**config.mk**
```make
export PLATFORM = sky130hd
export DESIGN_NAME = inert_spi_resp
export DESIGN_NICKNAME = d
export VERILOG_FILES = /design/src/rtl/inert_spi_pkg.sv /design/src/rtl/inert_spi_resp_sync.sv /design/src/rtl/inert_spi_resp.sv
export SDC_FILE = /design/constraint.sdc
export NUM_CORES = 1
export LEC_CHECK = 0
export BUFFER_PORTS_ARGS = -buffer_cell sky130_fd_sc_hd__buf_4
export CAP_MARGIN = 15
export CORE_MARGIN = 4
export CORE_UTILIZATION = 25
export DETAILED_ROUTE_END_ITERATION = 7
export HOLD_SLACK_MARGIN = 0.05
export SLEW_MARGIN = 15
export SYNTH_ARGS = -nofsm -noshare
export SYNTH_HDL_FRONTEND = slang
export SYNTH_HIERARCHICAL = 1
export SYNTH_SLANG_ARGS = --single-unit
```
**constraint.sdc**
```tcl
create_clock -name clk -period 8.8 [get_ports clk]
set_input_delay 1.32 -clock clk [delete_from_list [all_inputs] [get_ports clk]]
set_output_delay 1.32 -clock clk [all_outputs]
set_load 0.05 [all_outputs]
```
**src/rtl/inert_spi_pkg.sv**
```systemverilog
// Shared definitions for the inertial-sensor SPI responder: register map
// addresses, interrupt-enable bit position, frame length and FSM states.
package inert_spi_pkg;

  localparam logic [6:0] INT_CFG_ADDR   = 7'h0D;
  localparam logic [6:0] WHO_AM_I_ADDR  = 7'h0F;
  localparam logic [6:0] ACCEL_CFG_ADDR = 7'h10;
  localparam logic [6:0] GYRO_CFG_ADDR  = 7'h11;
  localparam logic [6:0] PTCH_L_ADDR    = 7'h22;
  localparam logic [6:0] PTCH_H_ADDR    = 7'h23;
  localparam logic [6:0] AZ_L_ADDR      = 7'h2C;
  localparam logic [6:0] AZ_H_ADDR      = 7'h2D;

  localparam int unsigned INT_EN_BIT = 1;
  localparam int unsigned FRAME_BITS = 16;

  typedef enum logic [1:0] {
    IDLE,
    CMD,
    DATA,
    DONE
  } spi_state_t;

endpackage

```
**src/rtl/inert_spi_resp_sync.sv**
```systemverilog
// spi_in_sync: N-flop synchronizer for one asynchronous SPI pin, with
// single-clk rise/fall pulses on the synchronized value. Edge pulses are
// suppressed until the chain has been refilled with real samples after
// reset, so a pin already sitting at its non-reset level does not look
// like an edge.
module spi_in_sync #(
  parameter int unsigned STAGES  = 2,
  parameter logic        RST_VAL = 1'b0
) (
  input  logic clk,
  input  logic rst,
  input  logic d,
  output logic q,
  output logic rise,
  output logic fall
);

  logic [STAGES-1:0] chain;
  logic              q_d;
  logic [STAGES:0]   fill;
  logic              armed;

  // Synchronizer chain, delayed copy for edge detect, and post-reset fill tracker.
  always_ff @(posedge clk or posedge rst) begin
    if (rst) begin
      chain <= {STAGES{RST_VAL}};
      q_d   <= RST_VAL;
      fill  <= '0;
    end else begin
      chain <= {chain[STAGES-2:0], d};
      q_d   <= chain[STAGES-1];
      fill  <= {fill[STAGES-1:0], 1'b1};
    end
  end

  assign q     = chain[STAGES-1];
  assign armed = fill[STAGES];
  assign rise  = armed &  q & ~q_d;
  assign fall  = armed & ~q &  q_d;

endmodule

```
**src/rtl/inert_spi_resp.sv**
```systemverilog
// inert_spi_resp: SPI (mode 0, 16-bit frame) responder modelling the inertial
// sensor's register map inside the plant model. Optional macro
// INERT_MISO_TRI_EN tri-states MISO while the synchronized SS_n is high.
module inert_spi_resp
  import inert_spi_pkg::*;
#(
  parameter logic [7:0]  WHO_AM_I_VAL = 8'h6A,
  parameter int unsigned SYNC_STAGES  = 2
) (
  input  logic        clk,
  input  logic        rst,
  input  logic        SS_n,
  input  logic        SCLK,
  input  logic        MOSI,
  output logic        MISO,
  output logic        INT,
  input  logic        samp_vld,
  input  logic [15:0] ptch_rt,
  input  logic [15:0] az,
  output logic [7:0]  gyro_cfg,
  output logic [7:0]  accel_cfg
);

  logic sclk_q, sclk_rise, sclk_fall;
  logic ss_q, ss_rise, ss_fall;
  logic mosi_q, mosi_rise, mosi_fall;
  logic unused_sync;

  spi_in_sync #(.STAGES(SYNC_STAGES), .RST_VAL(1'b0)) u_sclk_sync (
    .clk(clk), .rst(rst), .d(SCLK), .q(sclk_q), .rise(sclk_rise), .fall(sclk_fall)
  );
  spi_in_sync #(.STAGES(SYNC_STAGES), .RST_VAL(1'b1)) u_ss_sync (
    .clk(clk), .rst(rst), .d(SS_n), .q(ss_q), .rise(ss_rise), .fall(ss_fall)
  );
  spi_in_sync #(.STAGES(SYNC_STAGES), .RST_VAL(1'b0)) u_mosi_sync (
    .clk(clk), .rst(rst), .d(MOSI), .q(mosi_q), .rise(mosi_rise), .fall(mosi_fall)
  );

  assign unused_sync = &{1'b0, sclk_q, mosi_rise, mosi_fall};

  spi_state_t  state_q, state_d;
  logic [4:0]  bit_cnt;
  logic [15:0] rx_shft;
  logic [15:0] tx_shft;
  logic [7:0]  rd_data;
  logic [7:0]  rd_mux;
  logic [6:0]  cmd_addr;
  logic [7:0]  int_cfg;
  logic [15:0] ptch_reg, az_reg;
  logic        pend;
  logic [15:0] pend_ptch, pend_az;
  logic        commit, wr_commit, azh_clear, apply;

  // At the 8th rise the address is the 6 bits already shifted in plus the live MOSI bit.
  assign cmd_addr = {rx_shft[5:0], mosi_q};

  // Read-data decode for the address being completed.
  always_comb begin
    rd_mux = 8'h00;
    case (cmd_addr)
      INT_CFG_ADDR:   rd_mux = int_cfg;
      WHO_AM_I_ADDR:  rd_mux = WHO_AM_I_VAL;
      ACCEL_CFG_ADDR: rd_mux = accel_cfg;
      GYRO_CFG_ADDR:  rd_mux = gyro_cfg;
      PTCH_L_ADDR:    rd_mux = ptch_reg[7:0];
      PTCH_H_ADDR:    rd_mux = ptch_reg[15:8];
      AZ_L_ADDR:      rd_mux = az_reg[7:0];
      AZ_H_ADDR:      rd_mux = az_reg[15:8];
      default:        rd_mux = 8'h00;
    endcase
  end

  // Frame state register.
  always_ff @(posedge clk or posedge rst) begin
    if (rst) state_q <= IDLE;
    else     state_q <= state_d;
  end

  // Frame sequencing: SS_n rise always returns to IDLE.
  always_comb begin
    state_d = state_q;
    if (ss_rise) begin
      state_d = IDLE;
    end else begin
      case (state_q)
        IDLE: if (ss_fall) state_d = CMD;
        CMD:  if (sclk_rise && bit_cnt == 5'(FRAME_BITS/2 - 1)) state_d = DATA;
        DATA: if (sclk_rise && bit_cnt == 5'(FRAME_BITS - 1)) state_d = DONE;
        DONE: state_d = DONE;
        default: state_d = IDLE;
      endcase
    end
  end

  // Shift datapath: receive on SCLK rise, transmit update on SCLK fall.
  always_ff @(posedge clk or posedge rst) begin
    if (rst) begin
      bit_cnt <= '0;
      rx_shft <= '0;
      tx_shft <= '0;
      rd_data <= '0;
    end else if (ss_fall) begin
      bit_cnt <= '0;
      tx_shft <= '0;
    end else if (state_q == CMD || state_q == DATA) begin
      if (sclk_rise) begin
        bit_cnt <= bit_cnt + 5'd1;
        rx_shft <= {rx_shft[14:0], mosi_q};
        if (state_q == CMD && bit_cnt == 5'(FRAME_BITS/2 - 1))
          rd_data <= rd_mux;
        // Last bit already presented; MISO drops to 0 for the remainder.
        if (state_q == DATA && bit_cnt == 5'(FRAME_BITS - 1))
          tx_shft <= '0;
      end else if (sclk_fall) begin
        if (bit_cnt == 5'(FRAME_BITS/2)) tx_shft <= {rd_data, 8'h00};
        else                             tx_shft <= {tx_shft[14:0], 1'b0};
      end
    end
  end

  assign commit    = ss_rise && (state_q == DONE);
  assign wr_commit = commit && !rx_shft[15];
  assign azh_clear = commit && rx_shft[15] && (rx_shft[14:8] == AZ_H_ADDR);
  // Samples go straight in while idle; otherwise they wait for the frame to end.
  assign apply     = (samp_vld && (state_q == IDLE || ss_rise)) || (ss_rise && pend);

  // Register map, sample holding and interrupt.
  always_ff @(posedge clk or posedge rst) begin
    if (rst) begin
      int_cfg   <= '0;
      accel_cfg <= '0;
      gyro_cfg  <= '0;
      ptch_reg  <= '0;
      az_reg    <= '0;
      pend      <= 1'b0;
      pend_ptch <= '0;
      pend_az   <= '0;
      INT       <= 1'b0;
    end else begin
      if (wr_commit) begin
        case (rx_shft[14:8])
          INT_CFG_ADDR:   int_cfg   <= rx_shft[7:0];
          ACCEL_CFG_ADDR: accel_cfg <= rx_shft[7:0];
          GYRO_CFG_ADDR:  gyro_cfg  <= rx_shft[7:0];
          default: ;
        endcase
      end
      if (apply) begin
        ptch_reg <= samp_vld ? ptch_rt : pend_ptch;
        az_reg   <= samp_vld ? az      : pend_az;
      end
      if (ss_rise) begin
        pend <= 1'b0;
      end else if (samp_vld && state_q != IDLE) begin
        pend      <= 1'b1;
        pend_ptch <= ptch_rt;
        pend_az   <= az;
      end
      // A new sample's set takes priority over an AZ_H read clear.
      if (apply && int_cfg[INT_EN_BIT]) INT <= 1'b1;
      else if (azh_clear)               INT <= 1'b0;
    end
  end

`ifdef INERT_MISO_TRI_EN
  assign MISO = ss_q ? 1'bz : tx_shft[15];
`else
  assign MISO = ss_q ? 1'b0 : tx_shft[15];
`endif

endmodule
```
Word-level counts from Yosys, hierarchy flattened
Cells that the tools add are included.

Output and inout bits: 18. Flip-flop bits (word level): 151. Input bits: 38.

Add/sub/neg operators: 1. Bitwise logic cells: 14. Reduce and logical (&&, ||, !) cells: 32. Eq/ne operators: 22. Muxes and demuxes: 22.

Operators with widths (number): $mux W16 (8); $pmux W8 S8 (1); $eq A7 B6 Y1 const B (5); $eq A7 B5 Y1 const B (4); $eq A7 B4 Y1 const B (3); $mux W5 (3); $logic_and A1 B1 Y1 (12); $eq A5 B4 Y1 const B (2); $reduce_and A2 Y1 (5); $reduce_bool A2 Y1 (5); $ne A3 B3 Y1 const B (3); $reduce_and A3 Y1 (3); $and A1 B1 Y1 (8); $mux W2 (4); $pmux W2 S4 (1); $not A1 Y1 (6); $add A5 B1 Y5 const B (1); $eq A5 B3 Y1 const B (1); $mux W1 (5); $eq A2 B2 Y1 const B (2); $reduce_and A4 Y1 (1); $logic_or A1 B1 Y1 (3); $ne A3 B1 Y1 const B (1); $reduce_bool A3 Y1 (1); other kinds (3) (3).

Depth between registers and ports, before layout
Word-level depth: 7. Mapped depth: 8. Mapped depth without buffers: 8.

By module
Netlist, hierarchy kept.

Modules (own cells, without submodules): inert_spi_resp (times used 1, cells an instance 516, area each 6044.5 um2); spi_in_sync at u_mosi_sync ... (times used 2, cells an instance 10, area each 175.2 um2); spi_in_sync at u_ss_sync (times used 1, cells an instance 10, area each 178.9 um2).

Worst setup path before layout
OpenSTA, ideal clock, no wires.

Path type: input-to-reg. Start point: input port samp_vld. End point: register pend_az[10]. Buffers on the path: 2. Setup slack: 6286 ps. Stages on the path: 4. Data arrival time: 2389 ps. Library setup time: 125 ps. Cell sequence: buf_2 nor3b_2 buf_2 mux2_2.

Word-level cells in the longest chain between the ends: 2.

Ends and longest elaborated chain: start: declaration (RTL line inert_spi_resp.sv:17) `input logic samp_vld,`; $logic_and A1 B1 Y1 (RTL line inert_spi_resp.sv:154) `end else if (samp_vld && state_q != IDLE) begin`; $reduce_and A2 Y1 (no source line); end signal: assignment (RTL line inert_spi_resp.sv:157) `pend_az <= az;`; end: declaration (RTL line inert_spi_resp.sv:51) `logic [15:0] pend_ptch, pend_az;`.

No other way between the ends. A chain may end at the register's enable or synchronous reset.

Worst setup path in the final report
Start point: input port samp_vld. End point: register pend_az[7].

The elaborated chain is that of the path after synthesis.

==> impl_metrics.ini <==
[detailed_routing]
vias_per_cell = 4.48
ant_nets = 0
routed_wl_mm = 14.2
drc = 0
num_vias = 4172
routedWlPerCell_um = 15.3
drt_iter0_drc = 378
drtPass1Iterations = 4

[clocking]
h-tree-depth = 4
max-clock-path-buffers = 2
cts_hold_buffers = 0
cts-resized-gates = 0
cts_buffers = 17
clock_latency_ps = 420
cts_tree = yes
clkSinkCount = 143
cts_root_buffer = clkbuf_16
cts_setup_buffers = 0
path_clk_slew_ps = 60

[layout]
drive_gt1_share_pct = 29.1
final_area_sq_um = 7720
fin_cells = 931
n_fill_cell = 2561
final_cell_mix = dfrtp_1 (140), mux2_2 (70), buf_4 (59), nor2_1 (58), mux2i_1 (56)
antenna_cells = 0
nNetsFinal = 634
syn2layout_area_growth_pct = 19.7
mostFrequentLayoutCell = dfrtp_1

[critical_path]
cp.depth = 4
crit_required_ps = 9100
cp-end-kind = flip-flop
critPathMaxFanout = 35
worstSetupPathType = in -> reg
cp-startpoint = samp_vld
slowest_stage = buf_4
r2r_cells = 6
cpLargestDelayFamily = buffers and inverters
timing.rr.start = u_ss_sync/chain[1]$_DFF_PP1_
rrSetupSlack_ps = 6270
path_cells = buf_4 -> nor3b_4 -> buf_4 -> mux2_2
cpMostUsedCell = buf_4
worst_path_largest_cell_delay_ps = 480
timing.critical_path.buf_inv = 2
cp.arrival_ps = 3120
critPathLaunchType = input pin
r2r_end = accel_cfg[0]$_DFFE_PP0P_

[grt]
gr-usage-all-layers_pct = 10.4
grt_max_degree = 74
overflow = 0
antenna_found_initial = 0
first_global_vias = 4185
grt_pass1_wl_mm = 23.2

[yosys]
ys_warn_count = 6
syn_inst = 539
syn_avg_cell_area_sq_um = 12.0
synth.net_count = 585
synthesis.area_sq_um = 6450

[placed_design]
dpl.cell_count = 899
dp_hpwl_mm = 10.0
portBuffers = 55
postPlaceCellArea_sq_um = 7170
gp_congestion = 0.788

[sta]
hold_viol_final = 0
finalCriticalPeriod_ps = 2820
rsz0062_at_grt = false
fin_tns_setup_ps = 0
fin_crit_sh_pct = 32.0
max_freq_ghz = 0.355
clock_skew_ps = 8.45
setup_violations = 0
relSlewSlack_pct = 40.0
drv_slew = 0
hold_ws_ps = 346
worstMarginPinSlew_ps = 901

[hold_path]
hold_path_class = reg -> reg
min_path_cells = 0
holdPathEnd = u_sclk_sync/fill[1]$_DFF_PP0_
holdCritStartpoint = u_sclk_sync/fill[0]$_DFF_PP0_

[floorplan]
coreArea_sq_um = 25300
ios = 56
die_width_um = 169
start_util_pct = 25.5
die_h_um = 169
num_rows = 58
dieArea_sq_um = 28400

[power_and_ir_drop]
peakVddDrop_v = 0.000156
power_mw = 2.01
p_per_area_nw_per_um2 = 260
p_leak_nw = 3.45

[job]
maxCapViolCount = 0

[outcome]
status = finished, final reports clean
[worst reg2reg max path: stages, from the launching register on]
cell and delay (ps):
dfstp_2 550, and3b_1 400, nand2_1 150, nor4_2 250, nand3_1 150, nor2_2 500
mux2_2 410
[final cells by class]
class                      count  area, sq um  area share, %
clock buffer                  26          489           6.34
clock inverter                 6         61.3          0.794
tap                          330          413           5.35
timing repair buffer          59          443           5.74
multi-input combinational    353         2680           34.7
sequential                   143         3580           46.4
inverter                      14         55.1          0.713
[power by group]
| part | internal [mW] | total [mW] | switching [mW] |
|---|---|---|---|
| Sequential | 0.813 | 0.935 | 0.122 |
| Clock | 0.410 | 0.667 | 0.257 |
| Combinational | 0.198 | 0.409 | 0.211 |
[stage by stage]
step / utilization (%) / setup slack, ps
2_1_floorplan: - / 4040
3_3_place_gp: 28.4 / 5580
3_5_place_dp: 28.4 / 5530
4_1_cts: 30.6 / 5980
5_1_grt: 30.6 / 5920
6_report: 30.6 / 5980
[worst max-delay path by stage]
stage | end | slack, ps
global placement | pend_az[7]$_DFFE_PP0P_ | 5580
finish | pend_az[7]$_DFFE_PP0P_ | 5980
floorplan | INT$_DFFE_PP0P_ | 4040
detailed placement | pend_az[7]$_DFFE_PP0P_ | 5530
CTS | pend_az[7]$_DFFE_PP0P_ | 5980
global route | pend_az[3]$_DFFE_PP0P_ | 5920
[per-layer routing]
metal | wire length, um | GRT usage, %
met1 | 6750 | 14.2
met2 | 6750 | 16.1
met5 | 0 | 0
met4 | 296 | 4.76
met3 | 418 | 1.94
No activity file was read; power rests on OpenSTA's default activity.
